$ cat src/rtl/fpu_int2flt_pipe.sv
// -----------------------------------------------------------------------------
// fpu_int2flt_pipe
// Three-stage pipelined 32-bit integer to IEEE-754 binary32 converter
// (FCVT.S.W / FCVT.S.WU). Rounds to nearest-even and flags inexact results.
// The whole pipe stalls as a unit under downstream backpressure.
//
// Ports:
//   clk         rising-edge clock
//   rst_n       asynchronous active-low reset
//   in_valid    operand presented
//   in_ready    pipe can accept an operand this cycle (= advance enable)
//   in_int      32-bit integer operand
//   in_signed   1: two's-complement source, 0: unsigned source
//   in_tag      opaque tag carried alongside the operand
//   out_valid   result available
//   out_ready   consumer accepts the result
//   out_flt     binary32 result
//   out_inexact result was rounded (NX)
//   out_tag     tag belonging to out_flt
// -----------------------------------------------------------------------------
module fpu_int2flt_pipe #(
   parameter int TAG_W = 5
) (
   input  logic             clk,
   input  logic             rst_n,
   input  logic             in_valid,
   output logic             in_ready,
   input  logic [31:0]      in_int,
   input  logic             in_signed,
   input  logic [TAG_W-1:0] in_tag,
   output logic             out_valid,
   input  logic             out_ready,
   output logic [31:0]      out_flt,
   output logic             out_inexact,
   output logic [TAG_W-1:0] out_tag
);

   // Leading-zero count; an all-zero input reports 31 (its result is
   // overridden by the zero flag in the pack stage anyway).
   function automatic logic [4:0] clz32(input logic [31:0] v);
      logic [4:0] n;
      n = 5'd31;
      for (int i = 0; i < 32; i++) begin
         if (v[i]) begin
            n = 5'(31 - i);
         end else begin
            n = n;
         end
      end
      return n;
   endfunction

   // Stage registers
   logic             v1_q, v1_d, v2_q, v2_d, v3_q, v3_d;
   logic             sign1_q, sign1_d, zero1_q, zero1_d;
   logic [31:0]      mag1_q, mag1_d;
   logic [TAG_W-1:0] tag1_q, tag1_d, tag2_q, tag2_d, tag3_q, tag3_d;
   logic             sign2_q, sign2_d, zero2_q, zero2_d;
   logic [7:0]       exp2_q, exp2_d;
   logic [31:0]      norm2_q, norm2_d;
   logic [31:0]      flt3_q, flt3_d;
   logic             nx3_q, nx3_d;

   // Combinational datapath signals
   logic        en_s;
   logic        sign_s, zero_s;
   logic [31:0] mag_s;
   logic [4:0]  lz_s;
   logic [22:0] frac_s;
   logic        guard_s, sticky_s, rup_s;
   logic [23:0] sum_s;
   logic [7:0]  exp_rnd_s;
   logic [31:0] flt_s;
   logic        nx_s;

   assign en_s        = !v3_q || out_ready;
   assign in_ready    = en_s;
   assign out_valid   = v3_q;
   assign out_flt     = flt3_q;
   assign out_inexact = nx3_q;
   assign out_tag     = tag3_q;

   // Stage datapaths: capture/negate, normalize, round/pack
   always_comb begin
      sign_s = in_signed & in_int[31];
      // Negating 0x80000000 wraps to itself, which is the correct magnitude.
      mag_s  = sign_s ? (32'd0 - in_int) : in_int;
      zero_s = (in_int == 32'd0);

      lz_s   = clz32(mag1_q);

      frac_s    = norm2_q[30:8];
      guard_s   = norm2_q[7];
      sticky_s  = |norm2_q[6:0];
      rup_s     = guard_s & (sticky_s | frac_s[0]);
      // A carry out of the mantissa leaves frac at zero and bumps the
      // exponent; the largest exponent reached is 159, so no overflow.
      sum_s     = {1'b0, frac_s} + {23'd0, rup_s};
      exp_rnd_s = exp2_q + {7'd0, sum_s[23]};
      if (zero2_q) begin
         flt_s = 32'd0;
         nx_s  = 1'b0;
      end else begin
         flt_s = {sign2_q, exp_rnd_s, sum_s[22:0]};
         nx_s  = guard_s | sticky_s;
      end
   end

   // Next-state: every stage advances together on en, otherwise holds
   always_comb begin
      v1_d = v1_q;  sign1_d = sign1_q;  zero1_d = zero1_q;
      mag1_d = mag1_q;  tag1_d = tag1_q;
      v2_d = v2_q;  sign2_d = sign2_q;  zero2_d = zero2_q;
      exp2_d = exp2_q;  norm2_d = norm2_q;  tag2_d = tag2_q;
      v3_d = v3_q;  flt3_d = flt3_q;  nx3_d = nx3_q;  tag3_d = tag3_q;
      if (en_s) begin
         v1_d    = in_valid;
         sign1_d = sign_s;
         zero1_d = zero_s;
         mag1_d  = mag_s;
         tag1_d  = in_tag;

         v2_d    = v1_q;
         sign2_d = sign1_q;
         zero2_d = zero1_q;
         exp2_d  = 8'd158 - {3'd0, lz_s};
         norm2_d = mag1_q << lz_s;
         tag2_d  = tag1_q;

         v3_d    = v2_q;
         flt3_d  = flt_s;
         nx3_d   = nx_s;
         tag3_d  = tag2_q;
      end else begin
         v1_d = v1_q;
      end
   end

   // Pipeline state registers
   always_ff @(posedge clk or negedge rst_n) begin
      if (!rst_n) begin
         v1_q <= 1'b0;  sign1_q <= 1'b0;  zero1_q <= 1'b0;
         mag1_q <= 32'd0;  tag1_q <= '0;
         v2_q <= 1'b0;  sign2_q <= 1'b0;  zero2_q <= 1'b0;
         exp2_q <= 8'd0;  norm2_q <= 32'd0;  tag2_q <= '0;
         v3_q <= 1'b0;  flt3_q <= 32'd0;  nx3_q <= 1'b0;  tag3_q <= '0;
      end else begin
         v1_q <= v1_d;  sign1_q <= sign1_d;  zero1_q <= zero1_d;
         mag1_q <= mag1_d;  tag1_q <= tag1_d;
         v2_q <= v2_d;  sign2_q <= sign2_d;  zero2_q <= zero2_d;
         exp2_q <= exp2_d;  norm2_q <= norm2_d;  tag2_q <= tag2_d;
         v3_q <= v3_d;  flt3_q <= flt3_d;  nx3_q <= nx3_d;  tag3_q <= tag3_d;
      end
   end

endmodule

$ cat config.mk
export PLATFORM = sky130hd
export DESIGN_NAME = fpu_int2flt_pipe
export DESIGN_NICKNAME = d
export VERILOG_FILES = /design/src/rtl/fpu_int2flt_pipe.sv
export SDC_FILE = /design/constraint.sdc
export NUM_CORES = 1
export LEC_CHECK = 0
export ABC_AREA = 1
export CORE_UTILIZATION = 52
export CTS_CLUSTER_DIAMETER = 30
export DETAILED_ROUTE_END_ITERATION = 12
export PLACE_DENSITY_LB_ADDON = 0.1
export SLEW_MARGIN = 20
export SYNTH_ARGS = -nofsm -noshare
export SYNTH_HDL_FRONTEND = slang
export SYNTH_SLANG_ARGS = --single-unit
export TNS_END_PERCENT = 5
$ cat constraint.sdc
create_clock -name clk -period 3.1 [get_ports clk]
set_input_delay 0.465 -clock clk [delete_from_list [all_inputs] [get_ports clk]]
set_output_delay 0.465 -clock clk [all_outputs]
set_load 0.005 [all_outputs]
Word-level counts from Yosys, hierarchy flattened
Cells that the tools add are included.
Widths: inputs -> output; s select.
- flip-flop bits (word level): 126
- input port bits: 42
- logic and storage cells: 62
- add/sub/neg operators: 4
- reductions and logical operators: 4
- muxes and demuxes: 34
- shift-type cells: 1
- bitwise operators: 4
- operators with widths (operator ; count):
    $mux 5 ; 29
    $mux 32 ; 2
    $logic_not 32->1 ; 1
    $shl 32x5->31 ; 1
    $sub 1x32->32 const A ; 1
    $add 23x1->24 ; 1
    $add 8x1->8 ; 1
    $sub 8x5->8 const A ; 1
    $reduce_or 7->1 ; 1
    $and 1x1->1 ; 2
    $mux 1 ; 2
    $mux 2 ; 1
    $or 1x1->1 ; 2
    $logic_not 1->1 ; 1
    $logic_or 1x1->1 ; 1

Longest topological paths before layout
- word-level depth: 32
- mapped depth: 39
- gate-level depth less buffers: 38

Worst setup path before layout
OpenSTA, ideal clock, no wires.
- path type: reg-to-reg
- start point: register norm2_q[3]
- end point: register flt3_q[30], in the netlist out_flt[30]
- required time: 2973 ps
- stages on the path, launching flop included: 28
- data arrival time: 2871 ps
- path slack: 102 ps
- path through: dfrtp_1 -> inv_1 -> nand4_1 -> nor4_1 -> inv_1 -> nor2_1 -> nor2_1 -> ha_1 -> nand3_1 -> nor2_1 -> nand2_1 -> nor2_1 -> inv_1 -> nor2_1 -> inv_1 -> nor3_1 -> nand3_1 -> nor2_1 -> nand3_1 -> nor3_1 -> ha_1 -> nand3_1 -> nor2_1 -> inv_1 -> nor3_1 -> nand2_1 -> o21ai_0 -> o21ai_0
- cells in the longest elaborated chain, start to end: 6
- RTL lines (item ; line ; source):
    start: declaration ; 60 ; logic [31:0] norm2_q, norm2_d;
    start signal: assignment ; 151 ; exp2_q <= exp2_d; norm2_q <= norm2_d; tag2_q <= tag2_d;
    $reduce_or 7->1 ; 94 ; sticky_s = |norm2_q[6:0];
    $or 1x1->1 ; 95 ; rup_s = guard_s & (sticky_s | frac_s[0]);
    $and 1x1->1 ; 95 ;
    $add 23x1->24 ; 98 ; sum_s = {1'b0, frac_s} + {23'd0, rup_s};
    $add 8x1->8 ; 99 ; exp_rnd_s = exp2_q + {7'd0, sum_s[23]};
    $mux 32 ; 100 ; if (zero2_q) begin
    end signal: assignment ; 152 ; v3_q <= v3_d; flt3_q <= flt3_d; nx3_q <= nx3_d; tag3_q <= tag3_d;
    end: declaration ; 61 ; logic [31:0] flt3_q, flt3_d;
No other way between the ends.
A chain may end at the register's enable or synchronous reset.

Worst setup path after layout
- start point: register norm2_q[0]
- end point: register flt3_q[27], in the netlist out_flt[27]
Same word-level chain as after synthesis.

==> flow_metrics.tcl <==
set metrics [dict create \
    core_region_area_um2 14500 \
    leakage_nw 4.66 \
    antenna_found_initial 0 \
    tritoncts "done" \
    clk_pin_slew_ps 60 \
    r2r_start "norm2_q[0]" \
    period_share_pct 113 \
    synth_most_common_cell "nand2_1" \
    utilization_pct 69.6 \
    synth_top_area_share_pct 40.9 \
    die_y_um 124 \
    gp_congestion 0.937 \
    dieArea_um2 15300 \
    first_global_vias 6810 \
    power_density_nw_per_um2 875 \
    cp_data_arrival_time_ps 3830 \
    synth_seq_cells 126 \
    drtIter0Drc 662 \
    vias 7728 \
    synth_top_area_cell "dfrtp_1" \
    remaining_drc_errors 0 \
    fin_skew_ps 6.06 \
    place_inst 1351 \
    synth_area_per_cell_um2 7.18 \
    cts_buffers 17 \
    synth_edf_count 0 \
    grtUsageTotal_pct 28.0 \
    tightest_slew_ps 664 \
    clock_sinks 126 \
    synth_cells 1073 \
    die_x_um 124 \
    diodes 0 \
    area_growth_pct 30.8 \
    end_kind "flop" \
    clk_path_buf_depth 2 \
    row_count 44 \
    stdcell_count 1385 \
    synthFlopType "dfrtp_1" \
    root_buffer "clkbuf_16" \
    crit_path_frequent_cell "nor2_1" \
    setup_viol 11 \
    failed_checks "setup timing" \
    rrSetupSlack_ps -420 \
    grt_overflow 0 \
    cpMaxStageDelayCell "dfrtp_1" \
    ys_warn_count 0 \
    r2r_end "out_flt[27]" \
    start_util_pct 53.2 \
    power.switching_mw 3.65 \
    worst-r2r-cell-count 27 \
    synth-seq-area-share_pct 40.9 \
    cts-htree-levels 4 \
    synth_area_um2 7700 \
    cp_max_fo 3 \
    combPwrFrac_pct 46.2 \
    routedWlPerCell_um 15.0 \
    required_ps 3410 \
    power.internal_mw 5.17 \
    routed_wl_um 20800 \
    rsz0062_at_grt "yes" \
    status "finished with violations" \
    drv_slew 0 \
    grt_max_degree 127 \
    dp_hpwl_um 14400 \
    drive_gt1_share_pct 16.0 \
    maxCapViolCount 0 \
    critical_path_class "flop to flop" \
    fin_total_pwr_mw 8.82 \
    critPathLaunchType "flop" \
    nets 1237 \
    via_per_inst 5.58 \
    ys_async_sr_fraction_pct 100 \
    synth_cell_types 43 \
    setup_ws_ps -418 \
    ir_worst_vdd_mv 0.487 \
    synth_fp_nets 1121 \
    max_freq_mhz 284 \
    dr.pass1.iters 6 \
    pwr-share-clk_pct 22.5 \
    antenna_left 0 \
    period_minus_slack_ps 3520 \
    relSlewSlack_pct 55.3 \
    portBuffers 81 \
    cts.hold.buffers_added 0 \
    clock_latency_ps 420 \
    io_pins 82 \
    p_sw_share_pct 41.4 \
    p_seq_share_pct 31.3 \
    synth_commonest_cells "nand2_1 (266), nand3_1 (250), dfrtp_1 (126)" \
    slowest_delay_ps 350 \
    synth_area_leaders "dfrtp_1 (41%), nand3_1 (16%), nand2_1 (13%)" \
    grt_pass1_wl_um 33000 \
    placed_area_um2 9080 \
    hold_violations 0 \
    fin_area_um2 10100 \
    hp-class "primary input to asynchronous set/reset pin" \
]
placed cells by master (no fill, tap or decap), types with 6 or more instances in the layout:
cell,Yosys,final
a21oi_1,17,17
a32o_1,7,7
buf_4,1,66
clkbuf_16,0,17
clkdlybuf4s50_1,0,80
dfrtp_1,126,126
inv_1,94,91
nand2_1,266,262
nand3_1,250,206
nand3_2,4,47
nand4_1,8,8
nor2_1,63,55
nor3_1,16,9
nor3_2,2,6
o21ai_0,68,62
o21ai_1,6,11
o31ai_1,7,7
xnor2_1,16,16
xor2_1,17,17
routing by layer:
metal	track usage [%]	vias up	routed length [um]
met5	0	-	0
met4	13.0	0	617
met3	4.76	46	981
met2	44.7	239	9960
met1	36.9	3605	9270
li1	-	3838	-
cell type report:
class | count | area, um^2
Multi-Input combinational cell | 795 | 4350
Sequential cell | 126 | 3150
Inverter | 98 | 368
Tap cell | 184 | 230
Fill cell | 1264 | 4400
Clock buffer | 22 | 474
Clock inverter | 9 | 109
Timing Repair Buffer | 151 | 1400
how the worst max path moves through the flow:
stage               slack, ps  startpoint     endpoint
floorplan                 100  norm2_q[3]  out_flt[30]
detailed placement       -600   in_int[0]   mag1_q[30]
finish                   -420  norm2_q[0]  out_flt[27]
CTS                      -330  norm2_q[3]  out_flt[30]
global placement         -530   in_int[0]   mag1_q[30]
global route             -720  norm2_q[0]  out_flt[27]
power by group through the flow:
| stage | combinational (mW) | sequential, mW | clock (mW) |
|---|---|---|---|
| after CTS | 3.82 | 2.73 | 2.01 |
| after floorplan | 2.35 | 2.67 | 0 |
| after global placement | 3.74 | 2.73 | 0 |
| after detailed placement | 3.78 | 2.75 | 0 |
| after global routing | 4.53 | 2.84 | 2.08 |
| final | 4.07 | 2.76 | 1.99 |
worst max-delay path: cells and delay by family, from the launching register on:
kind,cells,cell delay (ps)
adders and majority gates,3,510
and+or+nand+nor,17,1880
AOI/OAI and AO/OA,1,190
DFF,1,350
buffers and inverters,6,480
state kept, by name, summed over array words and instances, names as in the netlist:
register and count:
exp2_q 8, zero2_q 1, sign1_q 1, sign2_q 1, out_valid 1, zero1_q 1, out_tag 5, v2_q 1
norm2_q 31, mag1_q 32, out_flt 32, v1_q 1, out_inexact 1, tag2_q 5, tag1_q 5
repair_timing:
item	in CTS	in global routing
buffers inserted	0	3
setup endpoints to repair	17	61
pin swaps	1	21
resized for setup	9	82
cell families (layout without fill, tap and decap cells):
group / Yosys count / in the layout / synth area share, %
AO/OA/AOI/OAI: 129 / 129 / 9.94
flip-flops: 126 / 126 / 40.9
buffers and inverters: 152 / 280 / 7.86
AND/OR/NAND/NOR: 627 / 627 / 36.5
adder cells (fa/ha/maj): 6 / 6 / 0.974
XOR/XNOR: 33 / 33 / 3.75
metrics by stage:
stage          hold WS [ps]  setup TNS, ps  setup WS [ps]
2_1_floorplan           169              0            102
3_3_place_gp            432          -5610           -533
3_5_place_dp            436          -7880           -601
4_1_cts                 176          -2430           -332
5_1_grt                 213         -12900           -722
6_report                117          -2840           -418
Power figures use the tool's default switching activity.
